--- src/rtl/key_generator.sv ---
// Sequential RSA key-pair generator: LFSR prime search, N/phi, e by gcd search, d by extended Euclid.
// Define KEYGEN_SELFCHECK_EN to add a CHECK state that verifies (e*d) mod phi == 1 before DONE.
module key_generator #(
  parameter int                        WORD_WIDTH = 32,
  parameter logic [WORD_WIDTH-1:0]     E_INIT     = WORD_WIDTH'(65537),
  parameter logic [WORD_WIDTH/2-1:0]   LFSR_TAPS  = 16'hB400
) (
  input  logic                      clk,
  input  logic                      rst,
  input  logic                      start,
  input  logic [WORD_WIDTH/2-1:0]   seed,
  output logic                      done,
  output logic [WORD_WIDTH-1:0]     N,
  output logic [WORD_WIDTH-1:0]     e,
  output logic [WORD_WIDTH-1:0]     d
);
  localparam int W  = WORD_WIDTH;
  localparam int H  = WORD_WIDTH / 2;
  localparam int CW = $clog2(2 * W + 1);
  localparam logic [CW-1:0] W_CNT   = CW'(W);
  localparam logic [H-1:0]  ODD_TOP = {1'b1, {(H-2){1'b0}}, 1'b1};

  typedef enum logic [3:0] {
    IDLE, GEN_P, TEST_P, GEN_Q, TEST_Q, MUL, GCD, INV,
`ifdef KEYGEN_SELFCHECK_EN
    CHECK,
`endif
    DONE
  } state_t;

  state_t                state_q, state_d;
  logic [H-1:0]          lfsr_q, lfsr_d, p_q, p_d, q_q, q_d, k_q, k_d;
  logic [W-1:0]          ksq_q, ksq_d, nmod_q, nmod_d, ex_q, ex_d, phi_q, phi_d;
  logic [W-1:0]          r0_q, r0_d, r1_q, r1_d;
  logic signed [W+1:0]   t0_q, t0_d, t1_q, t1_d;
  logic                  pend_q, pend_d, done_q, done_d;
  logic [2*W-1:0]        dvd_q, dvd_d;
  logic [W-1:0]          divb_q, divb_d, rem_q, rem_d;
  logic [CW-1:0]         cnt_q, cnt_d;
  logic [W-1:0]          n_out_q, n_out_d, e_out_q, e_out_d, d_out_q, d_out_d;
`ifdef KEYGEN_SELFCHECK_EN
  logic [W-1:0]          dw_q, dw_d;
`endif

  logic                  launch;
  logic [2*W-1:0]        launch_a;
  logic [W-1:0]          launch_b;
  logic [CW-1:0]         launch_n;
  logic [W:0]            trial;
  logic [H-1:0]          lfsr_nx;
  logic [W-1:0]          quo, d_res, phi_nx;
  logic                  div_done;

  assign trial    = {rem_q, dvd_q[2*W-1]};
  assign lfsr_nx  = lfsr_q[0] ? ((lfsr_q >> 1) ^ LFSR_TAPS) : (lfsr_q >> 1);
  assign quo      = dvd_q[W-1:0];
  // Bezout coefficient lies in (-phi, phi), so a W-bit wrap-around add of phi suffices.
  assign d_res    = t0_q[W-1:0] + (t0_q[W+1] ? phi_q : '0);
  assign phi_nx   = W'(p_q - 1'b1) * W'(q_q - 1'b1);
  assign div_done = pend_q && (cnt_q == '0);

  always_comb begin
    state_d = state_q;  lfsr_d = lfsr_q;  p_d = p_q;  q_d = q_q;  k_d = k_q;
    ksq_d = ksq_q;  nmod_d = nmod_q;  ex_d = ex_q;  phi_d = phi_q;
    r0_d = r0_q;  r1_d = r1_q;  t0_d = t0_q;  t1_d = t1_q;
    pend_d = pend_q;  done_d = done_q;  dvd_d = dvd_q;  divb_d = divb_q;
    rem_d = rem_q;  cnt_d = cnt_q;
    n_out_d = n_out_q;  e_out_d = e_out_q;  d_out_d = d_out_q;
`ifdef KEYGEN_SELFCHECK_EN
    dw_d = dw_q;
`endif
    launch = 1'b0;  launch_a = '0;  launch_b = '0;  launch_n = W_CNT;

    // Restoring divider: one quotient bit per cycle, quotient shifts into the dividend register.
    if (cnt_q != '0) begin
      cnt_d = cnt_q - 1'b1;
      if (trial >= {1'b0, divb_q}) begin
        rem_d = trial[W-1:0] - divb_q;
        dvd_d = {dvd_q[2*W-2:0], 1'b1};
      end else begin
        rem_d = trial[W-1:0];
        dvd_d = {dvd_q[2*W-2:0], 1'b0};
      end
    end

    case (state_q)
      IDLE, DONE: begin
        if (start) begin
          lfsr_d  = (seed == '0) ? H'(16'hACE1) : seed;
          done_d  = 1'b0;
          state_d = GEN_P;
        end
      end
      GEN_P, GEN_Q: begin
        lfsr_d = lfsr_nx;
        k_d    = H'(3);
        ksq_d  = W'(9);
        if (state_q == GEN_P) begin
          p_d = lfsr_nx | ODD_TOP;  state_d = TEST_P;
        end else begin
          q_d = lfsr_nx | ODD_TOP;  state_d = TEST_Q;
        end
      end
      TEST_P, TEST_Q: begin
        if (div_done) begin
          pend_d = 1'b0;
          if (rem_q == '0) begin
            state_d = (state_q == TEST_P) ? GEN_P : GEN_Q;
          end else begin
            k_d   = k_q + H'(2);
            ksq_d = ksq_q + W'({k_q, 2'b00}) + W'(4);
          end
        end else if (!pend_q) begin
          if (state_q == TEST_Q && q_q == p_q) begin
            state_d = GEN_Q;
          end else if (ksq_q > W'((state_q == TEST_P) ? p_q : q_q)) begin
            state_d = (state_q == TEST_P) ? GEN_Q : MUL;
          end else begin
            launch   = 1'b1;
            launch_a = {W'((state_q == TEST_P) ? p_q : q_q), {W{1'b0}}};
            launch_b = W'(k_q);
          end
        end
      end
      MUL: begin
        nmod_d  = W'(p_q) * W'(q_q);
        phi_d   = phi_nx;
        ex_d    = E_INIT;
        r0_d    = phi_nx;
        r1_d    = E_INIT;
        state_d = GCD;
      end
      GCD: begin
        if (div_done) begin
          pend_d = 1'b0;  r0_d = r1_q;  r1_d = rem_q;
        end else if (!pend_q) begin
          if (r1_q == '0) begin
            if (r0_q == W'(1)) begin
              r0_d = phi_q;  r1_d = ex_q;
              t0_d = '0;     t1_d = {{(W+1){1'b0}}, 1'b1};
              state_d = INV;
            end else begin
              ex_d = ex_q + W'(2);  r0_d = phi_q;  r1_d = ex_q + W'(2);
            end
          end else begin
            launch = 1'b1;  launch_a = {r0_q, {W{1'b0}}};  launch_b = r1_q;
          end
        end
      end
      INV: begin
        if (div_done) begin
          pend_d = 1'b0;  r0_d = r1_q;  r1_d = rem_q;
          t0_d   = t1_q;
          t1_d   = t0_q - $signed({2'b00, quo}) * t1_q;
        end else if (!pend_q) begin
          if (r1_q == '0) begin
`ifdef KEYGEN_SELFCHECK_EN
            dw_d     = d_res;
            launch   = 1'b1;
            launch_a = {{W{1'b0}}, ex_q} * {{W{1'b0}}, d_res};
            launch_b = phi_q;
            launch_n = CW'(2 * W);
            state_d  = CHECK;
`else
            n_out_d = nmod_q;  e_out_d = ex_q;  d_out_d = d_res;
            done_d  = 1'b1;    state_d = DONE;
`endif
          end else begin
            launch = 1'b1;  launch_a = {r0_q, {W{1'b0}}};  launch_b = r1_q;
          end
        end
      end
`ifdef KEYGEN_SELFCHECK_EN
      CHECK: begin
        if (div_done) begin
          pend_d = 1'b0;
          if (rem_q == W'(1)) begin
            n_out_d = nmod_q;  e_out_d = ex_q;  d_out_d = dw_q;
            done_d  = 1'b1;    state_d = DONE;
          end else begin
            state_d = GEN_P;
          end
        end
      end
`endif
      default: state_d = IDLE;
    endcase

    if (launch) begin
      dvd_d = launch_a;  divb_d = launch_b;  rem_d = '0;
      cnt_d = launch_n;  pend_d = 1'b1;
    end
  end

  always_ff @(posedge clk) begin
    if (rst) begin
      state_q <= IDLE;  lfsr_q <= '0;  p_q <= '0;  q_q <= '0;  k_q <= '0;
      ksq_q <= '0;  nmod_q <= '0;  ex_q <= '0;  phi_q <= '0;
      r0_q <= '0;  r1_q <= '0;  t0_q <= '0;  t1_q <= '0;
      pend_q <= 1'b0;  done_q <= 1'b0;  dvd_q <= '0;  divb_q <= '0;
      rem_q <= '0;  cnt_q <= '0;  n_out_q <= '0;  e_out_q <= '0;  d_out_q <= '0;
`ifdef KEYGEN_SELFCHECK_EN
      dw_q <= '0;
`endif
    end else begin
      state_q <= state_d;  lfsr_q <= lfsr_d;  p_q <= p_d;  q_q <= q_d;  k_q <= k_d;
      ksq_q <= ksq_d;  nmod_q <= nmod_d;  ex_q <= ex_d;  phi_q <= phi_d;
      r0_q <= r0_d;  r1_q <= r1_d;  t0_q <= t0_d;  t1_q <= t1_d;
      pend_q <= pend_d;  done_q <= done_d;  dvd_q <= dvd_d;  divb_q <= divb_d;
      rem_q <= rem_d;  cnt_q <= cnt_d;  n_out_q <= n_out_d;  e_out_q <= e_out_d;  d_out_q <= d_out_d;
`ifdef KEYGEN_SELFCHECK_EN
      dw_q <= dw_d;
`endif
    end
  end

  assign done = done_q;
  assign N    = n_out_q;
  assign e    = e_out_q;
  assign d    = d_out_q;
endmodule

--- config.mk ---
export PLATFORM = sky130hd
export DESIGN_NAME = key_generator
export DESIGN_NICKNAME = d
export VERILOG_FILES = /design/src/rtl/key_generator.sv
export SDC_FILE = /design/constraint.sdc
export NUM_CORES = 2
export LEC_CHECK = 0
export BUFFER_PORTS_ARGS = -buffer_cell sky130_fd_sc_hd__buf_4
export CAP_MARGIN = 20
export CORE_AREA = 10 10 532 326
export CTS_BUF_LIST = sky130_fd_sc_hd__clkbuf_4 sky130_fd_sc_hd__clkbuf_8
export CTS_CLUSTER_SIZE = 8
export DETAILED_ROUTE_END_ITERATION = 16
export DIE_AREA = 0 0 542 336
export SYNTH_ARGS = -nofsm -noshare
export SYNTH_HDL_FRONTEND = slang
export SYNTH_SLANG_ARGS = --single-unit
--- constraint.sdc ---
create_clock -name clk -period 13.3 [get_ports clk]
set_clock_uncertainty 0.1 [all_clocks]
set_input_delay 1.995 -clock clk [delete_from_list [all_inputs] [get_ports clk]]
set_output_delay 1.995 -clock clk [all_outputs]
set_load 0.01 [all_outputs]
# After elaboration in Yosys (flattened, before gate mapping)
# Cells that the tools add are included.
[totals] regBits=561
[classes] n_addsub=10 mul=3 n_lt_le_gt_ge=2 eq_ne=26 n_mux=92 bitwise_logic=4 reduce_logical=34
[ops] cell="32-bit two-way mux" count=17
[ops] cell="34-bit two-way mux" count=10
[ops] cell="64-bit two-way mux" count=5
[ops] cell="48-bit two-way mux" count=4
[ops] cell="32-bit case mux with 2 select lines" count=3
[ops] cell="32-bit case mux with 3 select lines" count=2
[ops] cell="16-bit two-way mux" count=10
[ops] cell="34-bit case mux with 2 select lines" count=2
[ops] cell="64-bit case mux with 2 select lines" count=1
[ops] cell="32-bit logical NOT" count=2
[ops] cell="16-bit case mux with 2 select lines" count=2
[ops] cell="4-bit two-way mux" count=13
[ops] cell="33-bit by 34-bit multiplier with 34-bit output" count=1
[ops] cell="16-bit by 1-bit subtractor with 17-bit output, second input constant" count=2
[ops] cell="34-bit subtractor" count=1
[ops] cell="33-bit by 32-bit >= comparator with 1-bit output" count=1
[ops] cell="32-bit by 18-bit adder with 32-bit output" count=1
[ops] cell="32-bit by 2-bit adder with 32-bit output, second input constant" count=1
[ops] cell="32-bit by 3-bit adder with 32-bit output, second input constant" count=1
[ops] cell="32-bit adder" count=1
[ops] cell="32-bit by 1-bit equality test with 1-bit output, second input constant" count=1
[ops] cell="32-bit greater-than comparator" count=1
[ops] cell="16-bit by 16-bit multiplier with 32-bit output" count=1
[ops] cell="17-bit by 17-bit multiplier with 32-bit output" count=1
[ops] cell="other kinds (34)" count=87

# Depth between registers and ports, before layout
[logic_depth] word_depth=10 mapped_depth=35

# Worst setup path before layout
# Ideal clock, no wire load.
[synth_timing] kind="reg2reg" from="register p_q[0]" to="register r0_q[28]" arrival_ns=7.795 slack_ns=5.272 stages_incl_launch_ff=32 path_buffers=2 period_less_slack_ns=8.028 cell_sequence="dfxtp_1 clkbuf_1 inv_1 clkbuf_1 ha_1 nor3b_2 nand2_1 nor4_2 nand2_1 nor3_1 nand2_1 inv_1 fa_1 fa_1 inv_1 fa_1 inv_1 fa_1 fa_1 inv_1 fa_1 inv_1 ha_1 a21o_1 a21o_1 a21oi_1 nand2_1 nor4_1 o31ai_1 xor2_1 a222oi_1 a21oi_1"
[synth_via] elab_chain_cells=3
[synth_lines] element="start, declared" line="32" source="logic [H-1:0] lfsr_q, lfsr_d, p_q, p_d, q_q, q_d, k_q, k_d;"
[synth_lines] element="start signal, assigned" line="206" source="state_q <= state_d; lfsr_q <= lfsr_d; p_q <= p_d; q_q <= q_d; k_q <= k_d;"
[synth_lines] element="16-bit by 1-bit subtractor with 17-bit output" line="59" source="assign phi_nx = W'(p_q - 1'b1) * W'(q_q - 1'b1);"
[synth_lines] element="17-bit by 17-bit multiplier with 32-bit output" line="59"
[synth_lines] element="32-bit case mux with 3 select lines" line="86" source="case (state_q)"
[synth_lines] element="end signal, assigned" line="208" source="r0_q <= r0_d; r1_q <= r1_d; t0_q <= t0_d; t1_q <= t1_d;"
[synth_lines] element="end, declared" line="34" source="logic [W-1:0] r0_q, r0_d, r1_q, r1_d;"
# No other way between the ends.
# A chain may end at the register's enable or synchronous reset.

# Final worst setup path
# Ends and elaborated chain as after synthesis.

==> flow_metrics.tcl <==
set metrics [dict create \
    wirelength_mm 221 \
    clk_pin_slew_worst_paths_ns 0.10 \
    slowest_delay_ns 0.88 \
    vias 53855 \
    crit_type "flop to flop" \
    gr-usage-met2_pct 29.9 \
    largest_register_ffs 64 \
    hold_buffers 0 \
    clockBufferDepth 3 \
    dr.pass1.iters 6 \
    r2r_cells 29 \
    final_common_cell "nand2_1" \
    synth_enable_flop_cells 0 \
    vias_per_cell 5.48 \
    grt_use_total_pct 23.8 \
    post_cts_buffers 0 \
    port-buffer-count 115 \
    gp_congestion 0.954 \
    maxSlewViolCount 0 \
    nFillCells 16219 \
    reg2reg_to "r0_q[28]" \
    cp.required_ns 13.87 \
    start_kind "flop" \
    cts_root_buffer "clkbuf_8" \
    synth-seq-cells 558 \
    final_cells 9819 \
    dp_cells 9638 \
    cp_data_arrival_time_ns 10.05 \
    cts.sinks 558 \
    syn-num-nets 9140 \
    tightest_slew_ns 1.23 \
    period_minus_slack_ns 9.47 \
    dieArea_mm2 0.182 \
    critPathCaptureType "flop" \
    final-setup-viol-count 0 \
    ys_warn_count 0 \
    areaGrowthSynthToFinish_pct 7.91 \
    drive_gt1_share_pct 6.25 \
    syn_area_mm2 0.0650 \
    synthCells 7660 \
    hold_class "flop to flop" \
    synth_area_per_cell_um2 8.49 \
    fin_tns_setup_ns 0 \
    fp.dieW_um 542 \
    wl_per_cell_um 22.5 \
    synth.distinct_cells 80 \
    r2r_start "p_q[0]" \
    max_freq_ghz 0.106 \
    layout_common_cells "nand2_1 (1118), inv_1 (1040), fa_1 (980)" \
    critPathMaxFanout 12 \
    dpl.hpwl_mm 172 \
    insertion_delay_ns 0.83 \
    ios 116 \
    globalRouteOverflowTotal 0 \
    finalCritPeriodShare_pct 71.2 \
    seq_area_frac_synth_pct 17.2 \
    setup.worst_path.start "p_q[0]" \
    route.detailed.drc 0 \
    use_met1_pct 37.4 \
    grt_setup_unrepaired "false" \
    die_h_um 336 \
    grtUsageMet3_pct 9.95 \
    drtIter0Drc 5473 \
    postRouteAntennaNets 0 \
    slew_headroom_pct 17.3 \
    top_regs "dvd_q x64, t0_q x34, t1_q x34" \
    synth_flop_cell "dfxtp_1" \
    initial_core_util_pct 39.9 \
    antenna_found_initial 5 \
    status "complete, no violations" \
    cts_buffers 94 \
    grt_pass1_vias 52675 \
    coreArea_mm2 0.163 \
    synth-async-reset-ratio_pct 0 \
    cts_tree "built" \
    row_count 115 \
    top_register "dvd_q" \
    busiest_layer "met1" \
    critPathCapture "r0_q[28]" \
    reg2reg_slack_ns 3.83 \
    cts_resized 0 \
    cap_violations 0 \
    nets 9068 \
    grt_max_degree 111 \
    hold_violations 0 \
    final_core_util_pct 43.0 \
    slowest_stage "xnor2_1" \
    grt_pass1_wl_mm 335 \
    htree_levels 3 \
]
## how the worst min path moves through the flow
stage | startpoint | end | slack [ns] | cells after the start
3_3_place_gp | d[17] | d[17] | 0.34 | 2
4_1_cts | nmod_q[10] | N[10] | 0.35 | 2
6_report | nmod_q[2] | N[2] | 0.35 | 2
3_5_place_dp | nmod_q[10] | N[10] | 0.34 | 2
5_1_grt | nmod_q[2] | N[2] | 0.35 | 2
2_1_floorplan | nmod_q[31] | N[31] | 0.33 | 2
## synth_stat cells (83+ instances only)
| cell | number | share of area (%) |
|---|---|---|
| nand2_1 | 1121 | 6.5 |
| xnor2_1 | 201 | 2.7 |
| fa_1 | 980 | 30 |
| a211oi_1 | 89 | 1.0 |
| ha_1 | 481 | 9.3 |
| o21ai_0 | 177 | 1.4 |
| nor2_1 | 557 | 3.2 |
| inv_1 | 1041 | 6.0 |
| nand3_1 | 83 | 0.64 |
| and2_1 | 555 | 5.3 |
| dfxtp_1 | 558 | 17 |
| nor3_1 | 102 | 0.78 |
| a21oi_1 | 463 | 3.6 |
| clkbuf_1 | 402 | 2.3 |
| xor2_1 | 115 | 1.5 |
## critical path, delay by kind of cell, from the launching register on
| family | cells | cell delay [ns] |
|---|---|---|
| simple gates | 8 | 1.76 |
| fa+ha+maj | 8 | 3.71 |
| flops | 1 | 0.33 |
| compound gates | 5 | 1.76 |
| xor+xnor | 2 | 1.04 |
| buf+inv | 6 | 0.62 |
## kinds of logic (layout without fill, tap and decap cells)
logic type               after synthesis  in the layout  share of synthesized area [%]
AO/OA/AOI/OAI                       1150           1150                           11.1
flip-flops                           558            558                           17.2
adder cells (fa/ha/maj)             1461           1461                           39.4
XOR/XNOR                             317            317                           4.28
buffers and inverters               1469           1461                           8.52
AND/OR/NAND/NOR                     2683           2683                           19.2
multiplexers                          22             22                          0.339
other                                  0              3                              0
## layer usage
layer  vias to the layer above  part of all wire, %
met5                         -                0.076
li1                      24223                    -
met1                     26807                   48
met4                         4                  1.4
met3                       235                   14
met2                      2586                   36
## final cells by class
type	count	area [um2]	share of cell area (%)
multi-input combinational	5633	48500	69.0
sequential	558	11200	15.9
inverter	1041	3910	5.57
tap	2164	2710	3.86
timing repair buffer	260	1970	2.81
clock buffer	136	1680	2.40
clock inverter	24	277	0.394
antenna	3	7.51	0.0107
## stage by stage
stage,cell area [um2],setup WS (ns),hold slack [ns]
finish,70200,3.83,0.350
floorplan,65000,5.27,0.327
global placement,68100,4.07,0.341
global route,70200,3.34,0.352
detailed placement,68100,3.88,0.344
CTS,70000,3.83,0.353
Power is left out: the tool's default activity adds up to more than one toggle a clock period on the data nets, which glitch-free logic cannot reach.
